**src/rtl/pulse_stretch_pkg.sv**
```systemverilog
// -----------------------------------------------------------------------------
// pulse_stretch_pkg
// Shared definitions for the pulse-stretch register stage:
//   - state_e       : per-channel stretcher state (IDLE / STRETCH)
//   - DEF_*         : default parameter values for the top level
//   - eff_len()     : effective stretch length, a programmed length of zero
//                     behaves as one cycle
// -----------------------------------------------------------------------------
package pulse_stretch_pkg;

    typedef enum logic [0:0] {
        IDLE    = 1'b0,
        STRETCH = 1'b1
    } state_e;

    localparam int DEF_CFG_BUS_W   = 512;
    localparam int DEF_PULSE_BUS_W = 16;
    localparam int DEF_CFG_W       = 16;
    localparam int DEF_N_CH        = 4;
    localparam int DEF_LEN_W       = 8;
    localparam int DEF_RETRIG      = 0;

    // Zero is promoted to one so a trigger always yields a visible pulse.
    function automatic logic [31:0] eff_len(input logic [31:0] len);
        logic [31:0] res;
        if (len == 32'd0) begin
            res = 32'd1;
        end else begin
            res = len;
        end
        return res;
    endfunction

endpackage

```
**src/rtl/pulse_stretch_ch.sv**
```systemverilog
// -----------------------------------------------------------------------------
// pulse_stretch_ch
// One stretcher channel: registers the request bit, detects a rising edge and
// stretches it into a pulse of eff_len(len) cycles.
// Ports:
//   CLK1      in   clock, rising edge
//   RESET_N   in   asynchronous active-low reset
//   pulse_in  in   request bit
//   len       in   registered stretch length (sampled only at trigger)
//   pulse_out out  stretched pulse (registered)
// -----------------------------------------------------------------------------
module pulse_stretch_ch
    import pulse_stretch_pkg::*;
#(
    parameter int LEN_W  = DEF_LEN_W,
    parameter bit RETRIG = 1'b0
) (
    input  logic             CLK1,
    input  logic             RESET_N,
    input  logic             pulse_in,
    input  logic [LEN_W-1:0] len,
    output logic             pulse_out
);

    state_e           state_r;
    logic [LEN_W-1:0] cnt_r;
    logic             pq_r;
    logic             pp_r;
    logic             armed_r;
    logic             edge_s;
    logic [LEN_W-1:0] reload_s;

    // Edge qualification and counter reload value (length captured at trigger).
    // armed_r blocks a request that is still high when reset releases: a new
    // pulse always needs the input to be seen low first.
    always_comb begin
        edge_s   = pq_r & ~pp_r & armed_r;
        reload_s = LEN_W'(eff_len(32'(len)) - 32'd1);
    end

    // Request input register pair and arming flag.
    always_ff @(posedge CLK1 or negedge RESET_N) begin
        if (!RESET_N) begin
            pq_r    <= 1'b0;
            pp_r    <= 1'b0;
            armed_r <= 1'b0;
        end else begin
            pq_r    <= pulse_in;
            pp_r    <= pq_r;
            armed_r <= armed_r | ~pulse_in;
        end
    end

    // Stretcher FSM with down-counter and registered pulse output.
    always_ff @(posedge CLK1 or negedge RESET_N) begin
        if (!RESET_N) begin
            state_r   <= IDLE;
            cnt_r     <= {LEN_W{1'b0}};
            pulse_out <= 1'b0;
        end else begin
            case (state_r)
                IDLE: begin
                    if (edge_s) begin
                        cnt_r     <= reload_s;
                        state_r   <= STRETCH;
                        pulse_out <= 1'b1;
                    end
                end
                STRETCH: begin
                    if (RETRIG && edge_s) begin
                        cnt_r <= reload_s;
                    end else if (cnt_r != {LEN_W{1'b0}}) begin
                        cnt_r <= cnt_r - LEN_W'(32'd1);
                    end else begin
                        state_r   <= IDLE;
                        pulse_out <= 1'b0;
                    end
                end
                default: begin
                    state_r   <= IDLE;
                    cnt_r     <= {LEN_W{1'b0}};
                    pulse_out <= 1'b0;
                end
            endcase
        end
    end

endmodule

```
**src/rtl/pulse_stretch_regs.sv**
```systemverilog
// -----------------------------------------------------------------------------
// pulse_stretch_regs
// Registers the config word and per-channel stretch lengths from the wide
// configuration bus, flags config-word changes and stretches rising edges on
// the pulse-request bus, one pulse_stretch_ch per channel.
// Ports:
//   CLK1          in   sole clock, rising edge
//   RESET_N       in   asynchronous active-low reset
//   CONFIG_REG    in   config bus: [CFG_W-1:0] config word, then N_CH
//                      LEN_W-bit length fields
//   PULSE_REG     in   pulse-request bus, bit ch drives channel ch
//   config_reg_0  out  registered config word
//   cfg_changed   out  one-cycle strobe after config_reg_0 changes value
//   pulse_out     out  stretched pulses
//   busy          out  channel active (same as pulse_out)
// -----------------------------------------------------------------------------
module pulse_stretch_regs
    import pulse_stretch_pkg::*;
#(
    parameter int CFG_BUS_W   = DEF_CFG_BUS_W,
    parameter int PULSE_BUS_W = DEF_PULSE_BUS_W,
    parameter int CFG_W       = DEF_CFG_W,
    parameter int N_CH        = DEF_N_CH,
    parameter int LEN_W       = DEF_LEN_W,
    parameter int RETRIG      = DEF_RETRIG
) (
    input  logic                   CLK1,
    input  logic                   RESET_N,
    input  logic [CFG_BUS_W-1:0]   CONFIG_REG,
    input  logic [PULSE_BUS_W-1:0] PULSE_REG,
    output logic [CFG_W-1:0]       config_reg_0,
    output logic                   cfg_changed,
    output logic [N_CH-1:0]        pulse_out,
    output logic [N_CH-1:0]        busy
);

    if ((CFG_W + N_CH * LEN_W > CFG_BUS_W) || (N_CH > PULSE_BUS_W) || (N_CH < 1)) begin : g_bad_params
        $error("pulse_stretch_regs: length fields exceed CONFIG_REG or N_CH out of range");
    end

    logic [CFG_W-1:0]            cfg_prev_r;
    logic [N_CH-1:0][LEN_W-1:0]  len_r;
    logic [N_CH-1:0]             pulse_s;
    logic                        unused_s;

    // Bus bits beyond the decoded fields are intentionally ignored.
    assign unused_s = ^{CONFIG_REG, PULSE_REG};

    // Config word register and change detector; previous value starts at zero
    // so a nonzero first load counts as a change.
    always_ff @(posedge CLK1 or negedge RESET_N) begin
        if (!RESET_N) begin
            config_reg_0 <= {CFG_W{1'b0}};
            cfg_prev_r   <= {CFG_W{1'b0}};
            cfg_changed  <= 1'b0;
        end else begin
            config_reg_0 <= CONFIG_REG[CFG_W-1:0];
            cfg_prev_r   <= config_reg_0;
            cfg_changed  <= (config_reg_0 != cfg_prev_r);
        end
    end

    for (genvar ch = 0; ch < N_CH; ch++) begin : g_ch
        // Per-channel length register, reloaded every cycle.
        always_ff @(posedge CLK1 or negedge RESET_N) begin
            if (!RESET_N) begin
                len_r[ch] <= {LEN_W{1'b0}};
            end else begin
                len_r[ch] <= CONFIG_REG[CFG_W + ch*LEN_W +: LEN_W];
            end
        end

        pulse_stretch_ch #(
            .LEN_W  (LEN_W),
            .RETRIG (RETRIG != 0)
        ) u_ch (
            .CLK1      (CLK1),
            .RESET_N   (RESET_N),
            .pulse_in  (PULSE_REG[ch]),
            .len       (len_r[ch]),
            .pulse_out (pulse_s[ch])
        );
    end

    assign pulse_out = pulse_s;
    assign busy      = pulse_s;

endmodule

```
**config.mk**
```make
export PLATFORM = sky130hd
export DESIGN_NAME = pulse_stretch_regs
export DESIGN_NICKNAME = d
export VERILOG_FILES = /design/src/rtl/pulse_stretch_pkg.sv /design/src/rtl/pulse_stretch_ch.sv /design/src/rtl/pulse_stretch_regs.sv
export SDC_FILE = /design/constraint.sdc
export NUM_CORES = 1
export LEC_CHECK = 0
export CAP_MARGIN = 15
export CORE_AREA = 2 2 219 221
export CTS_CLUSTER_DIAMETER = 200
export DETAILED_ROUTE_END_ITERATION = 12
export DIE_AREA = 0 0 221 223
export HOLD_SLACK_MARGIN = 0.02
export RECOVER_POWER = 50
export SETUP_SLACK_MARGIN = 0.15
export SLEW_MARGIN = 20
export SYNTH_ARGS = -nofsm -noshare
export SYNTH_HDL_FRONTEND = slang
export SYNTH_SLANG_ARGS = --single-unit
export TNS_END_PERCENT = 50
```
**constraint.sdc**
```tcl
create_clock -name CLK1 -period 3.2 [get_ports CLK1]
set_input_delay 0.8 -clock CLK1 [delete_from_list [all_inputs] [get_ports CLK1]]
set_output_delay 0.8 -clock CLK1 [all_outputs]
set_load 0.05 [all_outputs]
```
=== Word-level counts from Yosys, hierarchy flattened ===
Cells that the tools add are included.

* Add/sub/neg operators: 8
* Multipliers: 0
* Div/mod/pow operators: 0
* Magnitude comparators: 0
* Equality and inequality tests: 13
* Shift-type cells: 0
* Mux-type cells: 40
* Bitwise logic cells: 24
* Reduce and logical (&&, ||, !) cells: 16

{| class="wikitable"
|+ Operator list
! cell !! number
|-
| two-way mux 8 bit || 12
|-
| one-hot mux 8 bit (2 select lines) || 4
|-
| subtractor 8 x 1 -> 8 bit (second input constant) || 8
|-
| logical NOT 8 bit || 4
|-
| nonzero test 8 bit || 4
|-
| two-way mux 1 bit || 16
|-
| != test 16 bit || 1
|-
| != test 2 bit (second input constant) || 8
|-
| one-hot mux 1 bit (2 select lines) || 8
|-
| AND reduction 2 bit || 8
|-
| inverter 1 bit || 12
|-
| AND 1 bit || 8
|-
| != test 2 x 1 -> 1 bit (second input constant) || 4
|-
| OR 1 bit || 4
|}

* Register bits: 117
* Latch bits: 0
* RAM bits: 0
* ROM bits: 0
* Input bits: 530
* Word-level logic and storage cells: 132
* Memories: 0

=== Longest topological paths before layout ===
Gate-level depths: netlist of the first run.

* Word-level depth: 5
* Mapped depth: 9
* Mapped depth without buffers: 8

=== Modules after synthesis ===
A second synthesis of the first run with hierarchy kept.

* Cell total of the unflattened synthesis: 458
* Area total of the unflattened synthesis: 5176.2 um^2

{| class="wikitable"
|+ By module, submodules not included
! module !! times used !! cells each !! area an instance (um^2)
|-
| pulse_stretch_ch || 4 || 92 || 837.1
|-
| pulse_stretch_regs || 1 || 90 || 1828.0
|}

=== Worst setup path after synthesis of the first run ===
OpenSTA, ideal clock, no wires.

* Path type: flip-flop to flip-flop
* Start: register g_ch[1].u_ch.state_r
* End: register g_ch[1].u_ch.cnt_r[6]
* Library setup time: 0.104 ns
* Arrival: 2.199 ns
* Setup slack: 0.898 ns
* Cell stages (with the launch flop): 9
* Period minus slack after synthesis: 2.302 ns
* Cells stage by stage: dfrtp_1 > buf_2 > buf_1 > mux2i_1 > ha_1 > nand2_1 > or3_1 > mux2_2 > a221oi_1

* Cells in the longest elaborated chain, start to end: 3
* Elaborated cells on any way between the ends: 5

{| class="wikitable"
|+ RTL lines
! item !! line !! RTL
|-
| start, declared || pulse_stretch_ch.sv:25 || <nowiki>state_e state_r;</nowiki>
|-
| start signal, assigned || pulse_stretch_ch.sv:57 || <nowiki>state_r <= IDLE;</nowiki>
|-
| start signal, assigned || pulse_stretch_ch.sv:65 || <nowiki>state_r <= STRETCH;</nowiki>
|-
| start signal, assigned || pulse_stretch_ch.sv:75 || <nowiki>state_r <= IDLE;</nowiki>
|-
| inverter 1 bit || pulse_stretch_ch.sv:61 || <nowiki>case (state_r)</nowiki>
|-
| != test 2 x 1 -> 1 bit (no source line) || n/a ||
|-
| AND reduction 2 bit (no source line) || n/a ||
|-
| end signal, assigned || pulse_stretch_ch.sv:58 || <nowiki>cnt_r <= {LEN_W{1'b0}};</nowiki>
|-
| end signal, assigned || pulse_stretch_ch.sv:64 || <nowiki>cnt_r <= reload_s;</nowiki>
|-
| end signal, assigned || pulse_stretch_ch.sv:71 || <nowiki>cnt_r <= reload_s;</nowiki>
|-
| end, declared || pulse_stretch_ch.sv:26 || <nowiki>logic [LEN_W-1:0] cnt_r;</nowiki>
|}

Parallel ways exist; a longest one is shown, timed or not.
A chain may end at the register's enable or synchronous reset.

=== Worst setup path after layout of the first run ===
* Start: register g_ch[3].u_ch.pulse_out
* End: output port pulse_out[3]

{| class="wikitable"
|+ RTL lines
! item !! line !! RTL
|-
| start, declared || pulse_stretch_ch.sv:22 || <nowiki>output logic pulse_out</nowiki>
|-
| start signal, assigned || pulse_stretch_ch.sv:59 || <nowiki>pulse_out <= 1'b0;</nowiki>
|-
| start signal, assigned || pulse_stretch_ch.sv:66 || <nowiki>pulse_out <= 1'b1;</nowiki>
|-
| start signal, assigned || pulse_stretch_ch.sv:76 || <nowiki>pulse_out <= 1'b0;</nowiki>
|-
| end, declared || pulse_stretch_regs.sv:33 || <nowiki>output logic [N_CH-1:0] pulse_out,</nowiki>
|}

No word-level cell between the ends.

==> results of run 1 <==
## stage by stage
step,utilization,cell area [µm²],setup slack [ns]
2_1_floorplan,-,5030,0.898
3_3_place_gp,0.138,6530,0.806
3_5_place_dp,0.138,6530,0.750
4_1_cts,0.151,7140,0.536
5_1_grt,0.151,7120,0.486
6_report,0.151,7130,0.638
## worst max-delay path by stage
stage	cells after the start	endpoint	slack, ns
4_1_cts	1	config_reg_0[14]	0.54
3_3_place_gp	7	g_ch[3].u_ch.cnt_r[6]	0.81
5_1_grt	9	g_ch[2].u_ch.cnt_r[6]	0.49
3_5_place_dp	9	g_ch[2].u_ch.cnt_r[6]	0.75
6_report	1	pulse_out[3]	0.64
2_1_floorplan	8	g_ch[1].u_ch.cnt_r[6]	0.90
## state kept, by name, indices dropped and copies added (netlist names)
| signal | flops |
|---|---|
| cfg_changed | 1 |
| cfg_prev_r | 16 |
| config_reg_0 | 16 |
| g_ch.u_ch.armed_r | 4 |
| g_ch.u_ch.cnt_r | 32 |
| g_ch.u_ch.pp_r | 4 |
| g_ch.u_ch.pq_r | 4 |
| g_ch.u_ch.pulse_out | 4 |
| g_ch.u_ch.state_r | 4 |
| len_r | 32 |
## power by group through the flow
stage | clock network, µW | logic [µW] | registers [µW]
after global placement | 0 | 1560 | 2080
after floorplan | 0 | 1240 | 2030
final | 1930 | 1580 | 2060
after global routing | 2060 | 1760 | 2120
after CTS | 1990 | 1610 | 2070
after detailed placement | 0 | 1610 | 2090
## cell usage in the layout, fill, tap and decap left out, types with 4 or more instances in the layout
master | Yosys | layout
o21ai_0 | 8 | 8
mux2i_1 | 13 | 13
nand3_1 | 5 | 5
nand2b_1 | 8 | 8
nor3_1 | 15 | 15
mux2_1 | 4 | 4
inv_8 | 0 | 5
clkbuf_16 | 0 | 17
nand2_1 | 14 | 14
a221oi_1 | 9 | 9
buf_4 | 8 | 6
a211oi_1 | 6 | 6
nor3b_1 | 4 | 4
nor2_1 | 46 | 46
clkdlybuf4s50_1 | 0 | 25
ha_1 | 4 | 4
clkinv_8 | 0 | 5
a21oi_1 | 23 | 23
xor2_1 | 22 | 22
o21ai_1 | 4 | 4
dlygate4sd3_1 | 0 | 52
mux2_2 | 4 | 4
nor2b_1 | 8 | 8
nand3b_1 | 6 | 6
xnor2_1 | 24 | 24
nand4_1 | 4 | 4
dfrtp_1 | 117 | 117
inv_1 | 4 | 4
o22ai_1 | 4 | 4
nor4_1 | 7 | 7
## cells by family (layout without fill, tap and decap cells)
kind of cell | after synthesis | in the layout | share of synthesized area
simple gates | 140 | 140 | 0.154
flops | 117 | 117 | 0.582
compound gates | 76 | 76 | 0.104
xor+xnor | 46 | 46 | 0.0801
buf+inv | 25 | 122 | 0.0256
mux | 21 | 21 | 0.0438
fa+ha+maj | 4 | 4 | 0.00995
other cells | 0 | 2 | 0
## layer usage
layer | vias up | share of wire | track usage
met5 | - | 0 | 0
met4 | 0 | 0.014 | 0.0169
met3 | 19 | 0.065 | 0.0250
met2 | 92 | 0.46 | 0.0818
met1 | 1763 | 0.46 | 0.0675
li1 | 1693 | - | -
## final cells by class
cell class	count	area share
flip-flops and latches	117	0.411
well taps	615	0.108
clock buffers	17	0.0597
inverters	6	0.00316
multi-input cells	287	0.277
clock inverters	15	0.0255
diodes	2	0.000702
repair buffers	84	0.115
==> results.cfg, run 1 <==
[run_status]
status = finished clean

[placement]
dp.cells = 1109
place_congestion = 0.782
hpwl_um = 9190
port_buffers = 78

[power_and_ir_drop]
pwr-share-comb = 0.283
p_seq_frac = 0.371
p_clk_frac = 0.346
p_leak_uw = 0.00268
p_sw_uw = 2010
ir_drop_mv = 0.388
p_sw_frac = 0.361
p_int_uw = 3560
power_per_cell_area_nw_per_um2 = 781
power_uw = 5570

[timing]
whs_ns = 0.344
tightestPinTransition_ns = 1.09
finalCritPeriodShare = 0.800
rsz0062_at_grt = no
slew_headroom = 0.272
slew_viol_final = 0
skew_ns = 0.0154
tns_ns = 0
max_freq_mhz = 390
hold_viol = 0
fin_crit_ns = 2.56
setup_violations = 0

[setup_path]
critPathLaunchType = flop
cp.required_ns = 2.40
crit_path_top_delay_cell = clkdlybuf4s50_1
startpoint = g_ch[3].u_ch.pulse_out
r2r_start = g_ch[1].u_ch.state_r
r2r_end = g_ch[1].u_ch.cnt_r[6]
crit_arrival_ns = 1.76
crit_path_end_kind = primary output
crit_family = buffers and inverters
r2r_cells = 9
cp_slowest_stage_delay_ns = 0.85
crit_chain = clkdlybuf4s50_1
critPathKind = flop to primary output
r2r_slack_ns = 0.78
path_max_fanout = 4
critical_path_buf_inv_count = 1

[yosys]
synth_most_common_cell = dfrtp_1
avgSynthCellArea_um2 = 11.7
yosysTopAreaCellShare = 0.582
syn-num-nets = 963
ys.flop_type = dfrtp_1
synth_area_leaders = dfrtp_1, xnor2_1, xor2_1
yosysSeqAreaShare = 0.582
synth_cell_type_count = 58
ys_top_cells_by_count = dfrtp_1, nor2_1, xnor2_1, a21oi_1, xor2_1
netlist_instances = 429
ys_ff_latch = 117
synth-edff-count = 0
async_reset_ff_frac = 1.00
yosysTopAreaCell = dfrtp_1
synth_area_um2 = 5030
yosysWarnings = 0

[route]
via_count = 3567
routed_wl_um = 12600
dr.pass1.iters = 4
ant_nets = 0
drc = 0
wire_per_inst_um = 11.0
drt_iter0_drc = 208
vias_per_cell = 3.12

[global_routing]
antenna_found_initial = 3
grt_overflow = 0
grt_usage = 0.0538
grt_max_degree = 42
grt_pass1_vias = 3590
grt_first_pass_wirelength_um = 20100

[floorplanning]
num_rows = 80
dieWidth_um = 221
die_area_um2 = 49300
core-area_um2 = 47100
io_pins = 555
start_util = 0.107
die_y_um = 223

[cells_and_area]
drive_gt1_frac = 0.112
seq_area_um2 = 2930
area_growth_pct = 41.7
n_fill_cell = 5195
final_nets = 1047
final_cells = 1143
multi_input_area_um2 = 1970

[run]
drv_cap = 0

[clocking]
cts_made_buffers = 17
clk_latency_ns = 0.43
cts.sinks = 117
path_clk_slew_ns = 0.06
cts_tree = built
cts_root_buf = clkbuf_16
clk_path_buf_depth = 2
ctsHoldBuffers = 0
post-cts-setup-buffer-count = 0
cts_max_level = 4
cts_resized = 0

[worst_hold_path]
hold_path.class = primary input to asynchronous set/reset pin
Note: power is estimated with default switching activity, not from simulation.
==> run 2, diff against run 1 <==
--- a/config.mk
+++ b/config.mk
@@ -6,10 +6,10 @@
 export NUM_CORES = 1
 export LEC_CHECK = 0
 export CAP_MARGIN = 15
-export CORE_AREA = 2 2 219 221
+export CORE_AREA = 2 2 218 220
 export CTS_CLUSTER_DIAMETER = 200
 export DETAILED_ROUTE_END_ITERATION = 12
-export DIE_AREA = 0 0 221 223
+export DIE_AREA = 0 0 220 222
 export HOLD_SLACK_MARGIN = 0.02
 export RECOVER_POWER = 50
 export SETUP_SLACK_MARGIN = 0.15
==> constraint.sdc (replaced) <==
create_clock -name CLK1 -period 2.2 [get_ports CLK1]
set_input_delay 0.55 -clock CLK1 [delete_from_list [all_inputs] [get_ports CLK1]]
set_output_delay 0.55 -clock CLK1 [all_outputs]
set_load 0.05 [all_outputs]
==> run 2 against run 1 <==
Compared with the run above: flip-flop and latch count is the same; design area increased by 4.0%; routed wire length is 6.6% higher; the run now ends with max-capacitance violations, max-slew violations left; die area decreased by 0.90%; count of clock-buffer cells in the layout stayed put.
==> results.cfg, run 2 (synthesized netlist as in run 1, its figures left out) <==
[global_routing]
grt_usage = 0.0583
use_met2 = 0.0841
grt_first_pass_wirelength_um = 21200
grt_pass1_vias = 3665
antenna_found_initial = 1
use_met1 = 0.0751
grtUsageMet3 = 0.0284
grt-busiest-layer = met2
grt_overflow = 0
grt_max_degree = 87

[setup_path]
crit_chain = mux2_4, a31o_4, inv_4, ha_4, nand2_2, or3_4, mux2_4, a221oi_2
path_max_fanout = 2
crit_path_top_delay_cell = dfrtp_1
cp_slowest_stage_delay_ns = 0.40
critPathKind = flop to flop
critPathLaunchType = flop
cp.required_ns = 2.53
crit_top_cell = mux2_4
crit_path_end_kind = flop
crit_arrival_ns = 2.47

[worst_hold_path]
hold_path.class = flop to flop

[run_status]
status = finished, violations left
violations = max-capacitance violations, max-slew violations

[clocking]
clk_path_buf_depth = 2
cts_made_buffers = 17
cts_max_level = 4
cts_tree = built
cts.sinks = 117
path_clk_slew_ns = 0.06
clk_latency_ns = 0.43
ctsHoldBuffers = 0
cts_root_buf = clkbuf_16

[placement]
port_buffers = 78
dp.cells = 1116
place_congestion = 0.824
hpwl_um = 9690

[floorplanning]
io_pins = 555
num_rows = 79
core-area_um2 = 46300
start_util = 0.109
die_y_um = 222
dieWidth_um = 220
die_area_um2 = 48800

[route]
vias_per_cell = 3.21
dr.pass1.iters = 4
routed_wl_um = 13400
ant_nets = 0
drt_iter0_drc = 293
wire_per_inst_um = 11.7
via_count = 3687
drc = 0

[cells_and_area]
top_regs = g_ch.u_ch.cnt_r (32), len_r (32)
layout_commonest_cell = dfrtp_1
n_antenna_cell = 0
final_nets = 1064
n_fill_cell = 5132
final_util = 0.160
area_growth_pct = 47.4
layout_common_cells = dfrtp_1, nor2_1, clkdlybuf4s50_1
drive_gt1_frac = 0.212
final_cells = 1150

[timing]
hold_viol = 0
skew_ns = 0.00996
slew_viol_final = 32
tightestPinTransition_ns = 1.75
finalCritPeriodShare = 0.972
setup_violations = 0
fin_crit_ns = 2.14
slew_headroom = -0.164
tns_ns = 0
max_freq_mhz = 467
rsz0062_at_grt = yes

[power_and_ir_drop]
ir_drop_mv = 0.508
p_leak_uw = 0.00280
power_per_cell_area_nw_per_um2 = 1160

[run]
drv_cap = 1
==> run 2: critical path, delay by kind of cell (launching register included) <==
family | cells | cell delay, ns
AO/OA/AOI/OAI | 2 | 0.44
adder cells (fa/ha/maj) | 1 | 0.13
buffers and inverters | 1 | 0.06
flip-flops | 1 | 0.40
multiplexers | 2 | 0.59
AND/OR/NAND/NOR | 2 | 0.43
==> run 2: layout make-up <==
class | instances | area (µm²) | share of cell area
clock buffers | 17 | 425 | 0.0574
clock inverters | 15 | 180 | 0.0243
inverters | 6 | 25.0 | 0.00338
multi-input cells | 287 | 2180 | 0.294
flip-flops and latches | 117 | 2930 | 0.395
well taps | 607 | 759 | 0.102
repair buffers | 101 | 916 | 0.124
==> run 2: worst paths after layout <==
| kind | endpoint | startpoint | cells past startpoint | slack [ns] |
|---|---|---|---|---|
| min in group asynchronous | len_r[28] | RESET_N | 2 | 0.46 |
| worst max-delay path | g_ch[1].u_ch.cnt_r[6] | g_ch[1].u_ch.state_r | 8 | 0.06 |
| max in group asynchronous | g_ch[1].u_ch.cnt_r[6] | RESET_N | 2 | 0.51 |
| worst max register to register | g_ch[1].u_ch.cnt_r[6] | g_ch[1].u_ch.state_r | 8 | 0.06 |
| worst min register to register | g_ch[2].u_ch.pp_r | g_ch[2].u_ch.pq_r | 0 | 0.37 |
| worst min-delay path | g_ch[2].u_ch.pp_r | g_ch[2].u_ch.pq_r | 0 | 0.37 |
==> run 2: per-layer routing <==
metal  vias to the layer above  routed length [µm]
met2                       114                6070
met5                         -                  10
met1                      1820                6140
met3                        18                1010
met4                         2                 201
li1                       1733                   -
==> run 2: what timing repair did <==
item | in CTS | in global routing
endpoints found under the setup margin | 18 | 15
buffers inserted | 0 | 2
resized for setup | 22 | 14
pin swaps | 12 | 2
==> run 2: power breakdown <==
group / switching, µW / internal (µW) / total, µW
clock network: 1230 / 1630 / 2870
logic: 1420 / 1330 / 2760
registers: 438 / 2570 / 3000
total: 3100 / 5530 / 8630
==> run 2: through the flow <==
| stage | hold WS [ns] | cell area (µm²) | power [µW] | worst slack (ns) |
|---|---|---|---|---|
| 2_1_floorplan | 0.254 | 5130 | 4890 | 0.103 |
| 3_3_place_gp | 0.358 | 6700 | 5520 | 0.0344 |
| 3_5_place_dp | 0.360 | 6700 | 5590 | 0.0277 |
| 4_1_cts | 0.158 | 7330 | 8580 | 0.0751 |
| 5_1_grt | 0.384 | 7410 | 9180 | 0.0000759 |
| 6_report | 0.374 | 7410 | 8630 | 0.0605 |
